$ cat src/rtl/apb_master_bridge.sv
// APB master bridge: turns single-beat core requests into APB3/APB4 transfers with
// one-hot slave decode, a one-cycle response strobe and a wait-state timeout.
module apb_master_bridge #(
  parameter int SEL_LSB     = 8,
  parameter int NUM_SLV     = 8,
  parameter int TIMEOUT_CYC = 16
) (
  input  logic        PCLK,
  input  logic        PRST_N,
  input  logic        req_valid,
  output logic        req_ready,
  input  logic        req_write,
  input  logic [31:0] req_addr,
  input  logic [31:0] req_wdata,
  input  logic [3:0]  req_strb,
  output logic        rsp_valid,
  output logic [31:0] rsp_rdata,
  output logic        rsp_err,
  output logic [7:0]  PSEL,
  output logic        PENABLE,
  output logic        PWRITE,
  output logic [31:0] PADDR,
  output logic [31:0] PWDATA,
  output logic [3:0]  PSTRB,
  input  logic        PREADY,
  input  logic [31:0] PRDATA,
  input  logic        PSLVERR
);

  localparam int            CW        = (TIMEOUT_CYC > 0) ? $clog2(TIMEOUT_CYC + 1) : 1;
  localparam logic [CW-1:0] CNT_MAX   = {CW{1'b1}};
  localparam logic [CW-1:0] CNT_LIM   = CW'(TIMEOUT_CYC);
  localparam logic [4:0]    NUM_SLV_L = 5'(NUM_SLV);

  typedef enum logic [1:0] {
    ST_IDLE   = 2'd0,
    ST_SETUP  = 2'd1,
    ST_ACCESS = 2'd2
  } state_t;

  state_t        state_q, state_d;
  logic          req_ready_q, req_ready_d;
  logic          rsp_valid_q, rsp_valid_d;
  logic [31:0]   rsp_rdata_q, rsp_rdata_d;
  logic          rsp_err_q, rsp_err_d;
  logic [7:0]    psel_q, psel_d;
  logic          penable_q, penable_d;
  logic          pwrite_q, pwrite_d;
  logic [31:0]   paddr_q, paddr_d;
  logic [31:0]   pwdata_q, pwdata_d;
  logic [3:0]    pstrb_q, pstrb_d;
  logic [CW-1:0] wait_cnt_q, wait_cnt_d;

  logic [3:0]    idx_s;
  logic          idx_ok_s;
  logic [7:0]    sel_s;
  logic [CW-1:0] wait_inc_s;
  logic          timeout_s;

  assign idx_s      = req_addr[SEL_LSB+3:SEL_LSB];
  assign idx_ok_s   = ({1'b0, idx_s} < NUM_SLV_L);
  assign sel_s      = 8'h01 << idx_s;
  // Saturating increment so the counter never wraps when the timeout is disabled.
  assign wait_inc_s = (wait_cnt_q == CNT_MAX) ? wait_cnt_q : (wait_cnt_q + CW'(1'b1));
  assign timeout_s  = (TIMEOUT_CYC != 0) && (wait_inc_s == CNT_LIM);

  // Next-state and next-output computation for the transfer FSM.
  always_comb begin
    state_d     = state_q;
    req_ready_d = req_ready_q;
    rsp_valid_d = 1'b0;
    rsp_rdata_d = 32'h0000_0000;
    rsp_err_d   = 1'b0;
    psel_d      = psel_q;
    penable_d   = penable_q;
    pwrite_d    = pwrite_q;
    paddr_d     = paddr_q;
    pwdata_d    = pwdata_q;
    pstrb_d     = pstrb_q;
    wait_cnt_d  = wait_cnt_q;
    case (state_q)
      ST_IDLE: begin
        req_ready_d = 1'b1;
        if (req_valid && req_ready_q) begin
          if (idx_ok_s) begin
            state_d     = ST_SETUP;
            req_ready_d = 1'b0;
            psel_d      = sel_s;
            pwrite_d    = req_write;
            paddr_d     = req_addr;
            pwdata_d    = req_write ? req_wdata : 32'h0000_0000;
            pstrb_d     = req_write ? req_strb : 4'h0;
            wait_cnt_d  = {CW{1'b0}};
          end else begin
            // Unpopulated slave index: answer with an error, no bus cycle.
            rsp_valid_d = 1'b1;
            rsp_err_d   = 1'b1;
          end
        end else begin
          state_d = ST_IDLE;
        end
      end
      ST_SETUP: begin
        state_d   = ST_ACCESS;
        penable_d = 1'b1;
      end
      ST_ACCESS: begin
        if (PREADY) begin
          state_d     = ST_IDLE;
          req_ready_d = 1'b1;
          psel_d      = 8'h00;
          penable_d   = 1'b0;
          rsp_valid_d = 1'b1;
          rsp_rdata_d = pwrite_q ? 32'h0000_0000 : PRDATA;
          rsp_err_d   = PSLVERR;
        end else begin
          wait_cnt_d = wait_inc_s;
          if (timeout_s) begin
            state_d     = ST_IDLE;
            req_ready_d = 1'b1;
            psel_d      = 8'h00;
            penable_d   = 1'b0;
            rsp_valid_d = 1'b1;
            rsp_err_d   = 1'b1;
          end else begin
            state_d = ST_ACCESS;
          end
        end
      end
      default: begin
        state_d     = ST_IDLE;
        req_ready_d = 1'b0;
        psel_d      = 8'h00;
        penable_d   = 1'b0;
      end
    endcase
  end

  // State and registered-output flops.
  always_ff @(posedge PCLK or negedge PRST_N) begin
    if (!PRST_N) begin
      state_q     <= ST_IDLE;
      req_ready_q <= 1'b0;
      rsp_valid_q <= 1'b0;
      rsp_rdata_q <= 32'h0000_0000;
      rsp_err_q   <= 1'b0;
      psel_q      <= 8'h00;
      penable_q   <= 1'b0;
      pwrite_q    <= 1'b0;
      paddr_q     <= 32'h0000_0000;
      pwdata_q    <= 32'h0000_0000;
      pstrb_q     <= 4'h0;
      wait_cnt_q  <= {CW{1'b0}};
    end else begin
      state_q     <= state_d;
      req_ready_q <= req_ready_d;
      rsp_valid_q <= rsp_valid_d;
      rsp_rdata_q <= rsp_rdata_d;
      rsp_err_q   <= rsp_err_d;
      psel_q      <= psel_d;
      penable_q   <= penable_d;
      pwrite_q    <= pwrite_d;
      paddr_q     <= paddr_d;
      pwdata_q    <= pwdata_d;
      pstrb_q     <= pstrb_d;
      wait_cnt_q  <= wait_cnt_d;
    end
  end

  assign req_ready = req_ready_q;
  assign rsp_valid = rsp_valid_q;
  assign rsp_rdata = rsp_rdata_q;
  assign rsp_err   = rsp_err_q;
  assign PSEL      = psel_q;
  assign PENABLE   = penable_q;
  assign PWRITE    = pwrite_q;
  assign PADDR     = paddr_q;
  assign PWDATA    = pwdata_q;
  assign PSTRB     = pstrb_q;

endmodule

$ cat config.mk
export PLATFORM = sky130hd
export DESIGN_NAME = apb_master_bridge
export DESIGN_NICKNAME = d
export VERILOG_FILES = /design/src/rtl/apb_master_bridge.sv
export SDC_FILE = /design/constraint.sdc
export NUM_CORES = 1
export LEC_CHECK = 0
export CAP_MARGIN = 10
export CORE_MARGIN = 2
export CORE_UTILIZATION = 37
export CTS_CLUSTER_DIAMETER = 30
export DETAILED_ROUTE_END_ITERATION = 8
export PLACE_DENSITY = 0.82
export RECOVER_POWER = 100
export SYNTH_ARGS = -nofsm -noshare
export SYNTH_HDL_FRONTEND = slang
export SYNTH_SLANG_ARGS = --single-unit
$ cat constraint.sdc
create_clock -name PCLK -period 2 [get_ports PCLK]
set_clock_uncertainty 0.2 [all_clocks]
set_input_delay 0.3 -clock PCLK [delete_from_list [all_inputs] [get_ports PCLK]]
set_output_delay 0.3 -clock PCLK [all_outputs]
set_load 0.01 [all_outputs]
; ---- Word-level counts from Yosys, hierarchy flattened
; Cells that the tools add are included.
[op_classes]
addsub = 1
order_cmp = 1
eq_ne = 9
shifts = 1
mux = 34
n_bitwise = 2
n_reduce_logical = 8
[op_table]
columns = op, count
row1 = $mux W32, 4
row2 = $mux W8, 4
row3 = $pmux W8 S3, 1
row4 = $mux W5, 4
row5 = $eq A5 B5 Y1 const B, 2
row6 = $mux W1, 10
row7 = $pmux W5 S2, 1
row8 = $mux W2, 4
row9 = $reduce_and A4 Y1, 2
row10 = $shl A1 B4 Y8 const A, 1
row11 = $ne A2 B2 Y1 const B, 3
row12 = $ne A3 B3 Y1 const B, 2
row13 = $pmux W1 S3, 2
row14 = $pmux W2 S3, 1
row15 = $add A5 B1 Y5 const B, 1
row16 = $lt A4 B4 Y1 const B, 1
row17 = $mux W4, 1
row18 = $pmux W1 S2, 2
row19 = $reduce_and A2 Y1, 2
row20 = $reduce_and A3 Y1, 1
row21 = $eq A2 B1 Y1 const B, 1
row22 = $eq A2 B2 Y1 const B, 1
row23 = $logic_not A2 Y1, 1
row24 = $not A1 Y1, 2
row25 = other kinds (2), 2
[word_totals]
regBits = 120
inputBits = 106
output_inout_bits = 113

; ---- Longest topological paths before layout
[logic_depth]
ltp_word = 6
ltp_mapped = 7
ltp_nobuf = 6

; ---- Worst setup path before layout
; OpenSTA, ideal clock, no wires.
[synth_timing]
kind = reg-to-reg
from = reg wait_cnt_q[0]
to = reg req_ready_q (netlist: req_ready)
setup_time_ns = 0.126
t_arrival_ns = 1.573
path_slack_ns = 0.101
stages_incl_launch_ff = 7
n_path_buf = 0
period_less_slack_ns = 1.899
cell_sequence = dfrtp_1 > ha_1 > and2_1 > a21oi_1 > o32ai_2 > and2_1 > a221o_1
[synth_between]
elab_chain_len = 5
elab_cells_between_ends = 6
[synth_lines]
columns = item, line
row1 = "start, declared", 52  ; logic [CW-1:0] wait_cnt_q, wait_cnt_d;
row2 = "start signal, assigned", 153  ; wait_cnt_q <= {CW{1'b0}};
row3 = "start signal, assigned", 166  ; wait_cnt_q <= wait_cnt_d;
row4 = $add A5 B1 Y5 or $eq A5 B5 Y1 (tied branches), 64  ; assign wait_inc_s = (wait_cnt_q == CNT_MAX) ? wait_cnt_q : (wait_cnt_q + CW'(1'b1));
row5 = $mux W5 (*), 64
row6 = $eq A5 B5 Y1 (*), 65  ; assign timeout_s = (TIMEOUT_CYC != 0) && (wait_inc_s == CNT_LIM);
row7 = $ne A3 B3 Y1 (no source line) (*), n/a
row8 = $reduce_and A2 Y1 (no source line) (*), n/a
row9 = "end signal, assigned", 156  ; req_ready_q <= req_ready_d;
row10 = "end, declared", 42  ; logic req_ready_q, req_ready_d;
; Every way passes the cells marked *; elsewhere a longest branch is shown, timed or not.
; A chain may end at the register's enable or synchronous reset.

; ---- Worst setup path after layout
[layout_timing]
from = reg pwrite_q (netlist: PWRITE)
to = out PWRITE
[layout_lines]
columns = item, line
row1 = "start, declared", 48  ; logic pwrite_q, pwrite_d;
row2 = "start signal, assigned", 162  ; pwrite_q <= pwrite_d;
row3 = "end, declared", 21  ; output logic PWRITE,
; No word-level cell between the ends.

==> results.yml <==
die:
  initial_core_util: 0.375
  num_io_pins: 219
  rows: 41
  core_area_mm2: 0.0125
  dieArea_mm2: 0.0136
  fp.dieH_um: 117
  die_w_um: 117
place:
  dpl-instance-area_mm2: 0.00717
  port_buffers: 218
  gp_congestion: 0.801
  hpwl_um: 8810
synthesis:
  synth_seq_cells: 120
  syn_inst: 468
  ys_seq_area_frac: 0.640
  synth_nets: 575
  synthDistinctLibCells: 35
  ys_warn_count: 0
  synthesis.area_mm2: 0.00469
  post_synth.cell_area_avg_um2: 10.0
sta:
  setup_viol: 0
  period_minus_slack_ns: 1.92
  rsz0062_at_grt: "false"
  fin_hold_ws_ns: 0.228
  tightest_slew_ns: 1.07
  maxSlewHeadroom: 0.286
  hold_violations: 0
  fmax_mhz: 522
  fin_crit_sh: 0.959
  slew_viol_final: 0
critical_path:
  cp_slowest_stage_delay_ns: 0.63
  cp-start-kind: "register"
  crit_chain: "dlygate4sd3_1"
  worstPathMaxFanout: 3
  worstSetupPathType: "reg -> out"
  required_ns: 1.50
  crit_slowest_cell: "dlygate4sd3_1"
  endpoint_kind: "output pin"
  critical_path.top_delay_family: "buffers and inverters"
  crit_buf_inv: 1
  arrival_ns: 1.42
layout:
  syn2layout_area_growth_pct: 64.4
  drive_gt1_frac: 0.0776
  design_area_mm2: 0.00772
  num-nets-final: 803
  diodes: 0
detailed_routing:
  firstDrtPassIters: 4
  final_antenna_net_count: 0
  via_count: 4090
  drc_errors: 0
  first_iter_violations: 335
  via_per_inst: 4.64
  finalWirelength_um: 12700
  wl_per_cell_um: 14.4
grt:
  antenna_found_initial: 0
  grt_pass1_vias: 4297
  grt_max_degree: 121
  grt.total_usage: 0.191
  grt_first_pass_wirelength_um: 20100
  gr-total-overflow: 0
cts:
  cts.sinks: 120
  cts_tree: "built"
  cts_max_level: 4
  cts_setup_buffers: 0
  clockRootBuffer: "clkbuf_16"
  clk_pin_slew_worst_paths_ns: 0.05
  cts_max_path_buffers: 2
  cts_buffers: 17
  clkLatencyLatePin_ns: 0.40
power:
  vdd_drop_max_v: 0.000773
  power_leakage_nw: 3.89
  p_per_area_mw_per_mm2: 1250
  totalPowerFinal_mw: 9.64
worst_hold_path:
  hold_class: "in -> reg"
run_status:
  status: "finished, final reports clean"
job:
  drv_cap: 0
-- cells in the mapped netlist --
cell | instances | area [um2]
nor4b_1 | 3 | 26.3
nand4_2 | 2 | 25.0
buf_2 | 7 | 35.0
nor4_1 | 1 | 6.26
a21boi_1 | 2 | 15.0
nor3_1 | 3 | 15.0
nand2b_1 | 2 | 12.5
and2_1 | 35 | 219
a31oi_1 | 1 | 6.26
o21a_1 | 1 | 7.51
and3_1 | 1 | 6.26
a221oi_1 | 1 | 8.76
nand3_1 | 42 | 210
o31ai_2 | 1 | 12.5
o21ai_0 | 2 | 10.0
mux2i_1 | 1 | 10.0
a21o_1 | 2 | 15.0
nor2_2 | 1 | 6.26
a221o_1 | 1 | 10.0
inv_1 | 1 | 3.75
nand4_1 | 1 | 6.26
nand3_2 | 1 | 10.0
dfrtp_1 | 120 | 3000
buf_4 | 7 | 52.6
nand3b_1 | 3 | 22.5
o2bb2ai_1 | 8 | 70.1
inv_2 | 2 | 7.51
nor2_1 | 7 | 26.3
clkbuf_1 | 15 | 56.3
o32ai_2 | 1 | 16.3
nor3_2 | 2 | 20.0
ha_1 | 1 | 12.5
o21ai_1 | 1 | 5.00
a21oi_1 | 12 | 60.1
nand2_1 | 177 | 664
-- metrics by stage --
step	util	cells	setup TNS (ns)	setup WS, ns
after floorplan	-	468	0	0.101
after global placement	0.573	848	0	0.0244
after detailed placement	0.573	848	-0.0545	-0.0165
after CTS	0.620	881	0	0.0452
after global routing	0.616	881	0	0.00981
final	0.616	881	0	0.0825
-- kinds of logic after synthesis --
kind of cell,count (synthesis),synth area share
DFF,120,0.640
muxes,1,0.00213
AOI/OAI and AO/OA,33,0.0504
buffers and inverters,32,0.0331
adders and majority gates,1,0.00267
and+or+nand+nor,281,0.272
-- worst paths after layout --
check | startpoint | endpoint | slack, ns | cells past startpoint
worst max register to register | wait_cnt_q[0] | req_ready | 0.10 | 6
min in group asynchronous | PRST_N | PSEL[6] | 0.53 | 3
worst max-delay path | PWRITE | PWRITE | 0.08 | 1
worst min-delay path | req_addr[5] | PADDR[5] | 0.23 | 3
max in group asynchronous | PRST_N | PWDATA[28] | 0.35 | 3
worst min register to register | PWDATA[21] | PWDATA[21] | 0.26 | 2
-- flip-flops by register name (all words and copies together), names as in the netlist --
register / count
PSEL: 8
PADDR: 32
wait_cnt_q: 5
rsp_valid: 1
PENABLE: 1
PWDATA: 32
req_ready: 1
PWRITE: 1
rsp_rdata: 32
PSTRB: 4
rsp_err: 1
state_q: 2
-- routing by layer --
metal	global-route usage	wire [um]	vias up
li1	-	-	1977
met1	0.220	5100	1937
met2	0.314	6330	161
met3	0.0856	1110	15
met4	0.0745	154	0
met5	0	0	-
-- layout make-up --
| class | count | area, um2 |
|---|---|---|
| clock buffers | 23 | 478 |
| clock inverters | 9 | 97.6 |
| multi-input cells | 316 | 1540 |
| inverters | 3 | 11.3 |
| repair buffers | 238 | 2370 |
| flip-flops and latches | 120 | 3000 |
| fillers | 1053 | 4800 |
| well taps | 172 | 215 |
-- cell usage in the layout, fill, tap and decap left out, types with 3 or more instances in the layout --
master,count
nor4b_1,3
clkbuf_1,5
nand3_1,43
and2_0,13
nor2_1,7
nor3_1,5
dfrtp_1,119
dlygate4sd3_1,113
buf_4,12
clkbuf_16,17
clkbuf_8,3
a21oi_1,12
nand2_1,177
clkinv_2,6
nand3b_1,3
buf_12,3
and2_1,22
inv_1,3
clkdlybuf4s50_1,105
o2bb2ai_1,8
-- power by group --
part           switching, mW  leakage, nW  internal (mW)
registers              0.408         1.58           3.19
clock network           1.01        0.286           1.92
logic                   1.52         2.03           1.59
-- timing repair --
item,CTS,global route
pin swaps,0,0
endpoints found under the setup margin,10,10
gates resized for setup,2,2
endpoints found under the hold margin,120,0
hold buffers,1,0
Power figures use the tool's default switching activity.
